$ cat config.mk
export PLATFORM = sky130hd
export DESIGN_NAME = pc_next_unit
export DESIGN_NICKNAME = d
export VERILOG_FILES = /design/src/rtl/pc_next_unit_pkg.sv /design/src/rtl/pc_target_calc.sv /design/src/rtl/pc_next_unit.sv
export SDC_FILE = /design/constraint.sdc
export NUM_CORES = 1
export LEC_CHECK = 0
export ABC_AREA = 0
export CAP_MARGIN = 20
export CORE_ASPECT_RATIO = 0.6
export CORE_MARGIN = 2
export CORE_UTILIZATION = 46
export DETAILED_ROUTE_END_ITERATION = 6
export PLACE_DENSITY_LB_ADDON = 0.15
export SLEW_MARGIN = 20
export SYNTH_ARGS = -nofsm -noshare
export SYNTH_HDL_FRONTEND = slang
export SYNTH_SLANG_ARGS = --single-unit
export TNS_END_PERCENT = 10
$ cat constraint.sdc
create_clock -name clk -period 4.7 [get_ports clk]
set_input_delay 0.47 -clock clk [delete_from_list [all_inputs] [get_ports clk]]
set_output_delay 0.47 -clock clk [all_outputs]
set_load 0.1 [all_outputs]
$ cat src/rtl/pc_next_unit_pkg.sv
// Shared types and constants for the program-counter / next-PC unit.
package pc_next_unit_pkg;

    localparam int WORD_W = 32;
    localparam int JIDX_W = 26;

    localparam logic [WORD_W-1:0] PC_INC = 32'd4;

    typedef enum logic {
        RUN  = 1'b0,
        HALT = 1'b1
    } pc_state_t;

endpackage

$ cat src/rtl/pc_target_calc.sv
// Combinational candidate-target generation: sequential, branch and jump
// targets, plus detection of a JR target that is not word aligned.
module pc_target_calc
    import pc_next_unit_pkg::*;
(
    input  logic [WORD_W-1:0] pc,
    input  logic [WORD_W-1:0] branch_offset,
    input  logic [JIDX_W-1:0] jump_index,
    input  logic [WORD_W-1:0] jr_target,
    output logic [WORD_W-1:0] pc_plus4,
    output logic [WORD_W-1:0] branch_tgt,
    output logic [WORD_W-1:0] jump_tgt,
    output logic              misalign
);

    // All sums wrap modulo 2^32; overflow is intentionally not detected.
    assign pc_plus4   = pc + PC_INC;
    assign branch_tgt = pc_plus4 + branch_offset;
    // Jumps stay inside the 256 MB region of the delay-slot address.
    assign jump_tgt   = {pc_plus4[WORD_W-1:WORD_W-4], jump_index, 2'b00};
    assign misalign   = |jr_target[1:0];

endmodule

$ cat src/rtl/pc_next_unit.sv
// Program-counter register and next-PC selection with stall, redirect
// flush and misaligned-JR halt.
//
// state | meaning
// ------+-------------------------------------------------------------
// RUN   | normal fetch; PC advances or is redirected (jr > jump > branch)
// HALT  | misaligned JR seen; PC frozen, fault high, left only by reset
module pc_next_unit
    import pc_next_unit_pkg::*;
#(
    parameter logic [WORD_W-1:0] RESET_VECTOR     = 32'h0000_0000,
    parameter bit                HALT_ON_MISALIGN = 1'b1
)
(
    input  logic              clk,
    input  logic              reset,
    input  logic              stall,
    input  logic              branch_taken,
    input  logic [WORD_W-1:0] branch_offset,
    input  logic              jump,
    input  logic [JIDX_W-1:0] jump_index,
    input  logic              jr,
    input  logic [WORD_W-1:0] jr_target,
    output logic [WORD_W-1:0] pc,
    output logic [WORD_W-1:0] pc_plus4,
    output logic              flush,
    output logic              fault
);

    pc_state_t         state_q, state_nxt;
    logic [WORD_W-1:0] pc_q, pc_nxt;
    logic              flush_q, flush_nxt;
    logic              fault_q, fault_nxt;

    logic [WORD_W-1:0] branch_tgt;
    logic [WORD_W-1:0] jump_tgt;
    logic              misalign;

    pc_target_calc u_calc (
        .pc            (pc_q),
        .branch_offset (branch_offset),
        .jump_index    (jump_index),
        .jr_target     (jr_target),
        .pc_plus4      (pc_plus4),
        .branch_tgt    (branch_tgt),
        .jump_tgt      (jump_tgt),
        .misalign      (misalign)
    );

    // Next-state, next-PC and flag selection; stall masks every redirect.
    always_comb begin
        state_nxt = state_q;
        pc_nxt    = pc_q;
        flush_nxt = 1'b0;
        unique case (state_q)
            RUN: begin
                if (!stall) begin
                    if (jr) begin
                        flush_nxt = 1'b1;
                        if (misalign && HALT_ON_MISALIGN) begin
                            state_nxt = HALT;
                        end else begin
                            pc_nxt = {jr_target[WORD_W-1:2], 2'b00};
                        end
                    end else if (jump) begin
                        pc_nxt    = jump_tgt;
                        flush_nxt = 1'b1;
                    end else if (branch_taken) begin
                        pc_nxt    = branch_tgt;
                        flush_nxt = 1'b1;
                    end else begin
                        pc_nxt = pc_plus4;
                    end
                end
            end
            HALT: begin
                state_nxt = HALT;
            end
            default: begin
                state_nxt = RUN;
            end
        endcase
        fault_nxt = (state_nxt == HALT);
    end

    // State, PC and flag registers; reset wins over stall and HALT.
    always_ff @(posedge clk) begin
        if (reset) begin
            state_q <= RUN;
            pc_q    <= RESET_VECTOR;
            flush_q <= 1'b0;
            fault_q <= 1'b0;
        end else begin
            state_q <= state_nxt;
            pc_q    <= pc_nxt;
            flush_q <= flush_nxt;
            fault_q <= fault_nxt;
        end
    end

    assign pc    = pc_q;
    assign flush = flush_q;
    assign fault = fault_q;

endmodule

==> After elaboration in Yosys (flattened, before gate mapping) <==
Cells that the tools add are included.
{ "op_classes": {"add_sub_neg": 2, "eq_ne": 1, "muxes": 11, "bitwise": 2, "n_reduce_logical": 3} }
{ "ops": {"columns": ["cell", "count"], "rows": [
  ["$mux W32", 4],
  ["$add A32 B3 Y32 const B", 1],
  ["$add A32 B32 Y32", 1],
  ["$mux W1", 6],
  ["$reduce_and A3 Y1", 1],
  ["$reduce_or A3 Y1", 1],
  ["$ne A2 B2 Y1 const B", 1],
  ["$not A1 Y1", 2],
  ["$pmux W1 S2", 1],
  ["$reduce_or A2 Y1", 1]
]} }
{ "totals": {"ff_bits": 34, "output_inout_bits": 66, "wordCells": 22} }

==> Depth between registers and ports, before layout <==
{ "logic_depth": {"ltp_word": 5, "depth_mapped": 17, "mapped_depth_nobuf": 16} }

==> Modules after synthesis <==
From an unflattened synthesis, not the netlist that was laid out.
{ "unflattened": {"cells_unflattened": 548, "area_unflattened_um2": 4510.6} }
{ "modules_own_cells": {"columns": ["module", "instances", "cells_per_inst", "area_per_inst_um2"], "rows": [
  ["pc_target_calc", 1, 331, 2431.1],
  ["pc_next_unit", 1, 217, 2079.5]
]} }

==> Worst setup path before layout <==
No wires, ideal clock.
{ "synth_path": {"path_kind": "reg-to-reg", "start": "register pc_q[2], in the netlist pc[2]", "end": "register pc_q[31], in the netlist pc[31]", "setup_ns": 0.131, "arrival_ns": 6.266, "path_slack_ns": -1.697, "path_stages_with_launch": 17, "n_path_buf": 1, "synth_period_minus_slack_ns": 6.397, "path_cell_list": "dfxtp_1 ha_1 nand3_1 nor4_2 nand3_1 xnor2_1 ha_1 buf_2 a21o_1 a21o_1 a2111o_1 a221o_1 o21ai_1 a2111oi_0 nor3b_2 xor2_1 o22ai_1"} }
{ "synth_between": {"elab_chain_len": 5} }
{ "synth_rtl": {"columns": ["element", "line_no", "text"], "rows": [
  ["start, declared", "pc_next_unit.sv:31", "logic [WORD_W-1:0] pc_q, pc_nxt;"],
  ["start signal, assigned", "pc_next_unit.sv:95", "pc_q <= pc_nxt;"],
  ["$add A32 B3 Y32", "pc_target_calc.sv:17", "assign pc_plus4 = pc + PC_INC;"],
  ["via pc_plus4[22]", "pc_next_unit.sv:25", "output logic [WORD_W-1:0] pc_plus4,"],
  ["$add A32 B32 Y32", "pc_target_calc.sv:18", "assign branch_tgt = pc_plus4 + branch_offset;"],
  ["$mux W32", "pc_next_unit.sv:68", "end else if (branch_taken) begin"],
  ["$mux W32", "pc_next_unit.sv:65", "end else if (jump) begin"],
  ["$mux W32", "pc_next_unit.sv:58", "if (jr) begin"]
]} }
The timed path passes the listed nets, and every way through them passes these cells.
A chain may end at the register's enable or synchronous reset.

==> Worst setup path in the final report <==
{ "layout_path": {"start": "register pc_q[6], in the netlist pc[6]", "end": "register pc_q[31], in the netlist pc[31]"} }
{ "layout_between": {"elab_chain_len": 5} }
{ "layout_rtl": {"columns": ["element", "line_no"], "rows": [
  ["$add A32 B3 Y32 (*)", "pc_target_calc.sv:17"],
  ["$add A32 B32 Y32", "pc_target_calc.sv:18"],
  ["$mux W32", "pc_next_unit.sv:68"],
  ["$mux W32 (*)", "pc_next_unit.sv:65"],
  ["$mux W32 (*)", "pc_next_unit.sv:58"]
]} }
Every way passes the cells marked *; elsewhere a longest branch is shown, timed or not.

==> results_dict.tcl <==
set metrics [dict create \
    worst_setup_path_end_kind "flip-flop" \
    grt_overflow 0 \
    cts.clk_slew.worst_paths_ns 0.06 \
    power_frac_comb_pct 54.1 \
    synthMostInstantiatedCell "nor2_1" \
    grt_pass1_vias 5187 \
    synthCells 600 \
    ys_warn_count 0 \
    synth_cell_types 60 \
    die_height_um 78.68 \
    final_cells 866 \
    n_antenna_cell 0 \
    cts_buffers 5 \
    syn_area_per_cell_um2 7.126 \
    vdd.ir_drop.worst_v 0.0002025 \
    yosys-top-cells-area "dfxtp_1, ha_1, nor2_1" \
    drtAntennaViolNets 0 \
    area_growth_pct 52.88 \
    power_w 0.001736 \
    status "complete, no violations" \
    cts_num_sinks 34 \
    h-tree-depth 2 \
    rsz0062_at_grt "no" \
    switching_share_pct 46.80 \
    power.density_nw_per_um2 265.5 \
    post_drt_wl_per_cell_um 20.84 \
    arrival_ns 4.47 \
    syn-num-nets 736 \
    drc_errors 0 \
    grt_max_degree 33 \
    cts_tree "yes" \
    core_area_um2 9087 \
    p_seq_share_pct 20.4 \
    setup_violations 0 \
    io_buffers 161 \
    grt_use_total_pct 35.81 \
    maxCapViolations 0 \
    grt_antenna_before_repair 0 \
    holdBufCountCts 0 \
    die-area_um2 10110 \
    synth_edf_count 0 \
    path_max_fanout 6 \
    ioPinCount 162 \
    fillCellCount 721 \
    intPower_w 0.0009234 \
    cts-root-buf "clkbuf_16" \
    num_vias 5438 \
    yosys.area.top_type "dfxtp_1" \
    critical_path_required_ns 4.86 \
    dpl.hpwl_mm 14.22 \
    final_cell_area_um2 6536 \
    place_area_um2 6337 \
    ys_ff_latch 34 \
    fp-row-count 27 \
    drive_gt1_share_pct 11.47 \
    drt_iter0_markers 577 \
    grt_pass1_wl_mm 27.92 \
    mappedNetlistArea_um2 4275 \
    max_freq_ghz 0.2319 \
    slew_violations 0 \
    start_util_pct 47.05 \
    synth_top_cell_area_share_pct 15.92 \
    cp-start-kind "flip-flop" \
    place.gp.congestion 0.9767 \
    p_leak_nw 2.660 \
    via_per_inst 6.279 \
    async_flop_share_pct 0 \
    ys_top_cells_by_count "nor2_1, nand2_1, a21oi_1" \
    hold_viol_final 0 \
    drt_wl_total_mm 18.05 \
    finClkSkew_ns 0.008176 \
    drt_pass1_iterations 7 \
    finalNetCount 885 \
    clk_latency_ns 0.30 \
    synth_ff_type "dfxtp_1" \
    worst_slew_pin_slew_ns 1.085 \
    ys_seq_area_share_pct 15.92 \
    period_needed_ns 4.312 \
    hp-class "reg -> reg" \
    critical_path_class "reg -> reg" \
    dp.cells 858 \
    p_sw_w 0.0008123 \
    p_clk_share_pct 25.5 \
    min_period_over_period_pct 91.75 \
    slew_headroom_pct 27.61 \
    die_w_um 128.5 \
    clockBufferDepth 2 \
]
[state kept, by name, indices dropped and copies added, names as in the netlist]
| register | cells |
|---|---|
| fault | 1 |
| pc | 32 |
| flush | 1 |
[cell families (layout without fill, tap and decap cells)]
kind of cell / count (synthesis) / count (layout) / synth area share, %
AOI/OAI and AO/OA: 190 / 190 / 30.17
xor gates and xnor gates: 53 / 53 / 10.86
adders and majority gates: 40 / 40 / 11.88
buffers and inverters: 49 / 199 / 4.565
DFF: 34 / 34 / 15.92
muxes: 7 / 7 / 1.697
and+or+nand+nor: 227 / 227 / 24.91
[power by group through the flow]
stage / registers [W] / logic [W] / clock network [W]
finish: 0.000354 / 0.000938 / 0.000443
floorplan: 0.000505 / 0.000500 / 0
global placement: 0.000357 / 0.000909 / 0
CTS: 0.000353 / 0.000925 / 0.000445
global route: 0.000358 / 0.000985 / 0.000456
detailed placement: 0.000359 / 0.000920 / 0
[routing by layer]
| metal | wire length (µm) | vias to the layer above | GRT usage (%) | part of all wire (%) |
|---|---|---|---|---|
| met5 | 0 | - | 0 | 0 |
| met4 | 321 | 0 | 10.33 | 1.8 |
| met3 | 2049 | 30 | 7.226 | 11 |
| met2 | 7540 | 366 | 53.94 | 42 |
| met1 | 8136 | 2540 | 51.38 | 45 |
| li1 | - | 2502 | - | - |
[stage by stage]
stage / setup WS (ns) / utilization, % / TNS (ns) / hold WS, ns
6_report: 0.3875 / 71.93 / 0 / 0.5020
5_1_grt: 0.1238 / 71.93 / 0 / 0.5310
4_1_cts: 0.3419 / 71.87 / 0 / 0.4939
3_5_place_dp: 0.3640 / 69.74 / 0 / 0.4932
3_3_place_gp: 0.5155 / 69.74 / 0 / 0.4639
2_1_floorplan: -0.008679 / - / -0.008679 / 0.5487
[what timing repair did]
item,CTS,global route
endpoints found under the setup margin,0,1
gates resized for setup,0,1
setup buffers,0,0
[layout make-up]
class	count	area, µm²	share of cell area, %
Clock inverter	1	30.03	0.4594
Multi-Input combinational cell	517	3726	57.01
Clock buffer	7	163.9	2.508
Timing Repair Buffer	172	1674	25.61
Inverter	19	71.32	1.091
Tap cell	116	145.1	2.221
Sequential cell	34	725.7	11.10
[final timing paths]
kind	slack (ns)	cells after the start	to	start
max	0.39	16	pc[31]$_SDFFE_PP0P_	pc[6]$_SDFFE_PP0P_
min	0.50	2	pc[2]$_SDFFE_PP0P_	pc[2]$_SDFFE_PP0P_
max reg2reg	0.39	16	pc[31]$_SDFFE_PP0P_	pc[6]$_SDFFE_PP0P_
min reg2reg	0.50	2	pc[2]$_SDFFE_PP0P_	pc[2]$_SDFFE_PP0P_
[critical path, stage by stage, from the launching register on]
cell	delay [ns]
dfxtp_4	0.38
nand3_1	0.18
nand2b_1	0.34
nor2_1	0.29
buf_4	0.20
nand3_1	0.17
xnor2_4	0.21
ha_1	0.41
nand3_1	0.10
nor4_1	0.37
nand3_1	0.14
a211oi_2	0.32
o21ai_1	0.17
a2111oi_0	0.52
nor3b_2	0.11
xor2_1	0.16
o22ai_1	0.10
[layout by cell type, fill, tap and decap left out, types with 14 or more instances in the layout]
master | netlist | final
a21o_1 | 14 | 14
a21oi_1 | 47 | 47
buf_4 | 2 | 19
clkdlybuf4s50_1 | 0 | 153
dfxtp_1 | 34 | 16
ha_1 | 39 | 39
inv_1 | 18 | 18
nand2_1 | 67 | 67
nand3_1 | 27 | 26
nor2_1 | 71 | 71
o21ai_0 | 40 | 40
xor2_1 | 24 | 14
Power figures use the tool's default switching activity.
==> variant 1: new RTL, config.mk and constraints unchanged <==
Register the inputs `branch_offset` and `jr_target` before use, with the module's reset. The logic sees them one clock later. The other inputs are not delayed to match.
--- a/src/rtl/pc_next_unit.sv
+++ b/src/rtl/pc_next_unit.sv
@@ -27,6 +27,19 @@
     output logic              fault
 );
 
+    logic [WORD_W-1:0] branch_offset_q;
+    logic [WORD_W-1:0] jr_target_q;
+
+    always_ff @(posedge clk) begin
+        if (reset) begin
+            branch_offset_q <= '0;
+            jr_target_q     <= '0;
+        end else begin
+            branch_offset_q <= branch_offset;
+            jr_target_q     <= jr_target;
+        end
+    end
+
     pc_state_t         state_q, state_nxt;
     logic [WORD_W-1:0] pc_q, pc_nxt;
     logic              flush_q, flush_nxt;
@@ -38,9 +51,9 @@
 
     pc_target_calc u_calc (
         .pc            (pc_q),
-        .branch_offset (branch_offset),
+        .branch_offset (branch_offset_q),
         .jump_index    (jump_index),
-        .jr_target     (jr_target),
+        .jr_target     (jr_target_q),
         .pc_plus4      (pc_plus4),
         .branch_tgt    (branch_tgt),
         .jump_tgt      (jump_tgt),
@@ -60,7 +73,7 @@
                         if (misalign && HALT_ON_MISALIGN) begin
                             state_nxt = HALT;
                         end else begin
-                            pc_nxt = {jr_target[WORD_W-1:2], 2'b00};
+                            pc_nxt = {jr_target_q[WORD_W-1:2], 2'b00};
                         end
                     end else if (jump) begin
                         pc_nxt    = jump_tgt;
Formal check against the unedited RTL: not equivalent (Yosys sat finds a counterexample within 4 cycles, from zero or initial values and one cycle with reset high).
==> variant 1 against the original RTL <==
  * Sequential share of layout area is 12 points higher
  * Synthesized area grew 43%
  * Via count grew 18%
  * Routed wire length increased by 27%
  * Power up 57%
  * Final area is 29% higher
  * Global-route usage fell by 3.7 points
  * Setup slack lost 150 ps
  * Sequential cell count increased by 64
==> variant 1: results (changes against the original RTL) <==
Parameter                              Value

Critical path
  Cell at the slowest stage of the critical path    a221oi_1 (was a2111oi_0)
  Worst setup path endpoint    pc[31]$_SDFFE_PP0P_ (unchanged)
  Worst path max stage delay    420 ps (was 520 ps)
  Setup slack, reg-to-reg    230 ps (was 390 ps)
  Worst setup startpoint    pc[2]$_SDFFE_PP0P_ (was pc[6]$_SDFFE_PP0P_)
  Crit path max fanout    7 (was 6)
  Number of cells on the worst reg-to-reg path    15 (was 16)

Synthesis
  Library cells used by synthesis    75 (was 60)
  Mapped Cells    740 (was 600)
  Net count after synthesis    876 (was 736)
  Share of the yosys chip area belonging to registers    32.03% (was 15.92%)
  Most common library cells after synthesis    dfxtp_1 (98), nor2b_1 (68), nand2_1 (64) (was nor2_1 (71), nand2_1 (67), a21oi_1 (47))
  Ys Warns    0 (unchanged)
  Asr flop ratio synth    0% (unchanged)
  Dominant register cell in the synthesized netlist    dfxtp_1 (unchanged)
  Most area-consuming cells after synthesis    dfxtp_1 (32%), ha_1 (8.0%), nor2b_1 (6.9%), a21oi_1 (4.3%), nand2_1 (3.9%) (was dfxtp_1 (16%), ha_1 (11%), nor2_1 (6.2%), xnor2_1 (5.9%), nand2_1 (5.9%))

Clocking
  Largest buffer count on any clock path    2 (unchanged)
  CTS Root Buffer Type    clkbuf_16 (unchanged)
  Clock-pin slew on the worst setup and hold paths    80 ps (was 60 ps)
  Post-cts resize count    0 (unchanged)
  CTS H-tree depth    3 (was 2)
  Number of buffers created by CTS    9 (was 5)
  Post CTS Setup Buffer Count    0 (unchanged)
  Clock insertion delay at the later pin of the skew report    360 ps (was 300 ps)

Placement
  Gpl congestion    1.003 (was 0.9767)
  Half-perimeter wire length after placement    17.66 mm (was 14.22 mm)
  Buffers on Ports    161 (unchanged)

GRT
  Number of global-route vias before repair    5,838 (was 5,187)
  Largest net degree at the start of global routing    88 (was 33)
  First-pass GRT wire length    34.72 mm (was 27.92 mm)
  Number of antenna violations at the first check in global routing    0 (unchanged)
  Total routing resource utilization after global routing    32.10% (was 35.81%)

Routing
  Vias    6,420 (was 5,438)
  Number of violations reported at the end of detailed-routing iteration 0    685 (was 577)
  Total wire length after detailed routing    22.98 mm (was 18.05 mm)
  Pre-antenna DRT Iters    5 (was 7)
  Routed WL per cell    21.69 µm (was 20.84 µm)

STA
  Worst clock skew on the final layout    13.93 ps (was 8.176 ps)
  Transition time at the pin with the least slew margin    1054 ps (was 1085 ps)

Finish
  Nets    1,020 (was 885)
  Number of diodes added for antenna fixing    0 (unchanged)
  Number of fill cells    1,059 (was 721)
  Fraction of final layout cells with drive strength greater than 1    11.36% (was 11.47%)

Hold path
  Number of cells on the worst hold path    1 (was 2)
  Type of the most critical hold path    register to register (unchanged)
  Hold Startpoint    fault$_SDFF_PP0_ (was pc[2]$_SDFFE_PP0P_)

Power and ir drop
  Leakage power summed over all cells    3.461 nW (was 2.660 nW)
  Peak VDD IR    0.1958 mV (was 0.2025 mV)

Outcome
  Status    finished, final reports clean (unchanged)
==> variant 1: cell types whose count changed after synthesis, moves of 11 or more <==
cell	delta
dfxtp_1	+64
nand3_1	-17
nor2_1	-11
nor2b_1	+65
==> variant 1: how the worst min path moves through the flow <==
| stage | to | slack, ps |
|---|---|---|
| 6_report | flush$_SDFF_PP0_ | 490 |
| 5_1_grt | flush$_SDFF_PP0_ | 530 |
| 4_1_cts | flush$_SDFF_PP0_ | 490 |
| 3_5_place_dp | flush$_SDFF_PP0_ | 470 |
| 3_3_place_gp | flush$_SDFF_PP0_ | 490 |
| 2_1_floorplan | pc[31]$_SDFFE_PP0P_ | 480 |
==> variant 1: critical path, delay by kind of cell, from the launching register on <==
kind | cells | cell delay [ps]
and+or+nand+nor | 4 | 1100
xor gates and xnor gates | 2 | 330
AOI/OAI and AO/OA | 6 | 1790
buffers and inverters | 1 | 70
DFF | 1 | 410
adders and majority gates | 2 | 640
==> variant 1: metrics by stage <==
stage	worst slack, ps	utilization, %	total power, mW	hold WS [ps]	instance area [µm²]
after floorplan	116.5	-	1.606	483.3	6429
after global placement	603.3	62.86	1.898	487.9	8129
after detailed placement	389.6	62.86	1.909	470.7	8129
after CTS	331.6	65.35	2.701	491.6	8452
after global routing	34.44	65.35	2.802	530.7	8452
final	233.5	65.35	2.719	493.7	8452
==> variant 1: cell type report <==
type                       instances  area share [%]
clock buffer                       9           2.665
clock inverter                     7           1.155
inverter                          14          0.6218
multi-input combinational        592           50.17
sequential                        98           23.48
tap                              170           2.517
timing repair buffer             169           19.39
==> variant 1: logic make-up (layout without fill, tap and decap cells) <==
group,Yosys count,after routing,synth area share (%)
AOI/OAI and AO/OA,219,219,23.55
xor gates and xnor gates,49,49,7.130
adders and majority gates,40,40,8.294
buffers and inverters,50,199,3.330
DFF,98,98,32.03
muxes,10,10,1.675
and+or+nand+nor,274,274,23.98
==> variant 1: metal layers <==
| metal | wire (µm) | GRT usage (%) | vias to the layer above |
|---|---|---|---|
| li1 | - | - | 2959 |
| met1 | 11110 | 50.82 | 3004 |
| met2 | 8449 | 40.92 | 430 |
| met3 | 3193 | 11.08 | 27 |
| met4 | 221 | 5.556 | 0 |
| met5 | 0 | 0 | - |
==> variant 1: power breakdown <==
part           switching (mW)  leakage, nW  internal [mW]
clock                   0.374        0.157          0.429
combinational           0.657         2.48          0.308
sequential             0.0650        0.819          0.886
total                    1.10         3.46           1.62
==> variant 2: new RTL, same flow settings <==
Made on the original files. The parameter `HALT_ON_MISALIGN` goes from 1'b1 to 1'b0.
--- a/src/rtl/pc_next_unit.sv
+++ b/src/rtl/pc_next_unit.sv
@@ -9,7 +9,7 @@
     import pc_next_unit_pkg::*;
 #(
     parameter logic [WORD_W-1:0] RESET_VECTOR     = 32'h0000_0000,
-    parameter bit                HALT_ON_MISALIGN = 1'b1
+    parameter bit                HALT_ON_MISALIGN = 1'b0
 )
 (
     input  logic              clk,
Check against the original RTL: not equivalent (a bounded check fails within 4 cycles, from zero or initial values and one cycle with reset high).
==> variant 2 against the original RTL <==
  * Synthesized area rose by 1.9%
  * Setup slack gained 32 ps
  * Sequential cell count shrank 1
  * Power shrank 0.50%
  * Cell count increased by 1.7%
  * Largest cell class unchanged
  * Largest power group unchanged
  * Core utilization decreased by 0.44 points
  * Routed wire length is 3.9% higher
  * Final area up 0.50%
  * Sequential share of layout area shrank 0.97 points
==> variant 2: results (changes against the original RTL) <==
Parameter                              Value

Outcome
  Status    finished, final reports clean (unchanged)

Synthesis
  Most common library cells after synthesis    nand2_1 (61), a21oi_1 (49), nor2_1 (46) (was nor2_1 (71), nand2_1 (67), a21oi_1 (47))
  Share of the yosys chip area belonging to registers    15.16% (was 15.92%)
  Library cells used by synthesis    74 (was 60)
  Fraction of synthesized area in multiplexers    0.2297% (was 1.697%)
  Most area-consuming cells after synthesis    dfxtp_1 (15%), ha_1 (11%), a21oi_1 (5.6%), nand2_1 (5.3%), xor2_1 (5.2%) (was dfxtp_1 (16%), ha_1 (11%), nor2_1 (6.2%), xnor2_1 (5.9%), nand2_1 (5.9%))
  Avg Cell Area, Syn    7.251 µm² (was 7.126 µm²)
  Xor-xnor portion of the synthesized cell area    10.02% (was 10.86%)

Critical path
  Worst path max stage delay    490 ps (was 520 ps)
  Cell at the slowest stage of the critical path    ha_1 (was a2111oi_0)

STA
  Headroom to the max-slew limit    32.99% (was 27.61%)
  Minimum period implied by the final worst setup slack    4281 ps (was 4312 ps)
  Final worst hold slack    496.6 ps (was 502.0 ps)
  Worst clock skew on the final layout    6.718 ps (was 8.176 ps)

GRT
  Total routing resource utilization after global routing    36.21% (was 35.81%)
  Number of global-route vias before repair    5,304 (was 5,187)
  Grt met1 use    55.03% (was 51.38%)

Power and ir drop
  Comb group    0.976 mW (was 0.938 mW)
  Net switching fraction of the power    49.25% (was 46.80%)
  Peak VDD IR    0.1906 mV (was 0.2025 mV)
  Power drawn by the sequential cells    0.346 mW (was 0.354 mW)
  Fraction of power consumed by sequential logic    20.0% (was 20.4%)

Placement
  Gpl congestion    1.013 (was 0.9767)
  Placed Instances    873 (was 858)
  Buffers on Ports    158 (was 161)
  Worst slack, placed    557.8 ps (was 364.0 ps)

Finish
  Nets    886 (was 885)
  Share of the final layout cell area in sequential cells    10.13% (was 11.10%)
  Share of the final layout cell area in multi-input gates    58.30% (was 57.01%)
  Number of fill cells    767 (was 721)
  Layout multi-input combinational cell count    516 (was 517)
  Logic inverters    22 (was 19)
  Fraction of final layout cells with drive strength greater than 1    10.39% (was 11.47%)

Hold path
  Hold Startpoint    pc[3]$_SDFFE_PP0N_ (was pc[2]$_SDFFE_PP0P_)

Routing
  DR vias/cell    6.346 (was 6.279)
  Pre-antenna DRT Iters    5 (was 7)
  Number of violations reported at the end of detailed-routing iteration 0    748 (was 577)

Clocking
  Sink Count    33 (was 34)
variant 2: cell types whose count changed in the layout (fill, tap and decap cells not counted), sizes merged, moves of 6 or more:
cell	change
nor2	-25
a221oi	+8
buf	+7
clkdlybuf4s50	-7
xnor2	-7
nand2	-6
variant 2: final timing paths:
| path | to | depth (start not counted) |
|---|---|---|
| setup / recovery | pc[31]$_SDFFE_PP0N_ | 14 |
| setup reg to reg | pc[31]$_SDFFE_PP0N_ | 14 |
| hold / removal | pc[3]$_SDFFE_PP0N_ | 2 |
| hold reg to reg | pc[3]$_SDFFE_PP0N_ | 2 |
variant 2: worst max-delay path, delay by kind of cell (launching register included):
family,cells,cell delay [ps]
AO/OA/AOI/OAI,5,1440
AND/OR/NAND/NOR,5,1200
XOR/XNOR,2,370
flip-flops,1,390
adder cells (fa/ha/maj),2,720
variant 2: metal layers:
metal  wire, µm  part of all wire (%)
met1       8552                    46
met2       7517                    40
met3       2462                    13
met4        212                   1.1
met5          0                     0
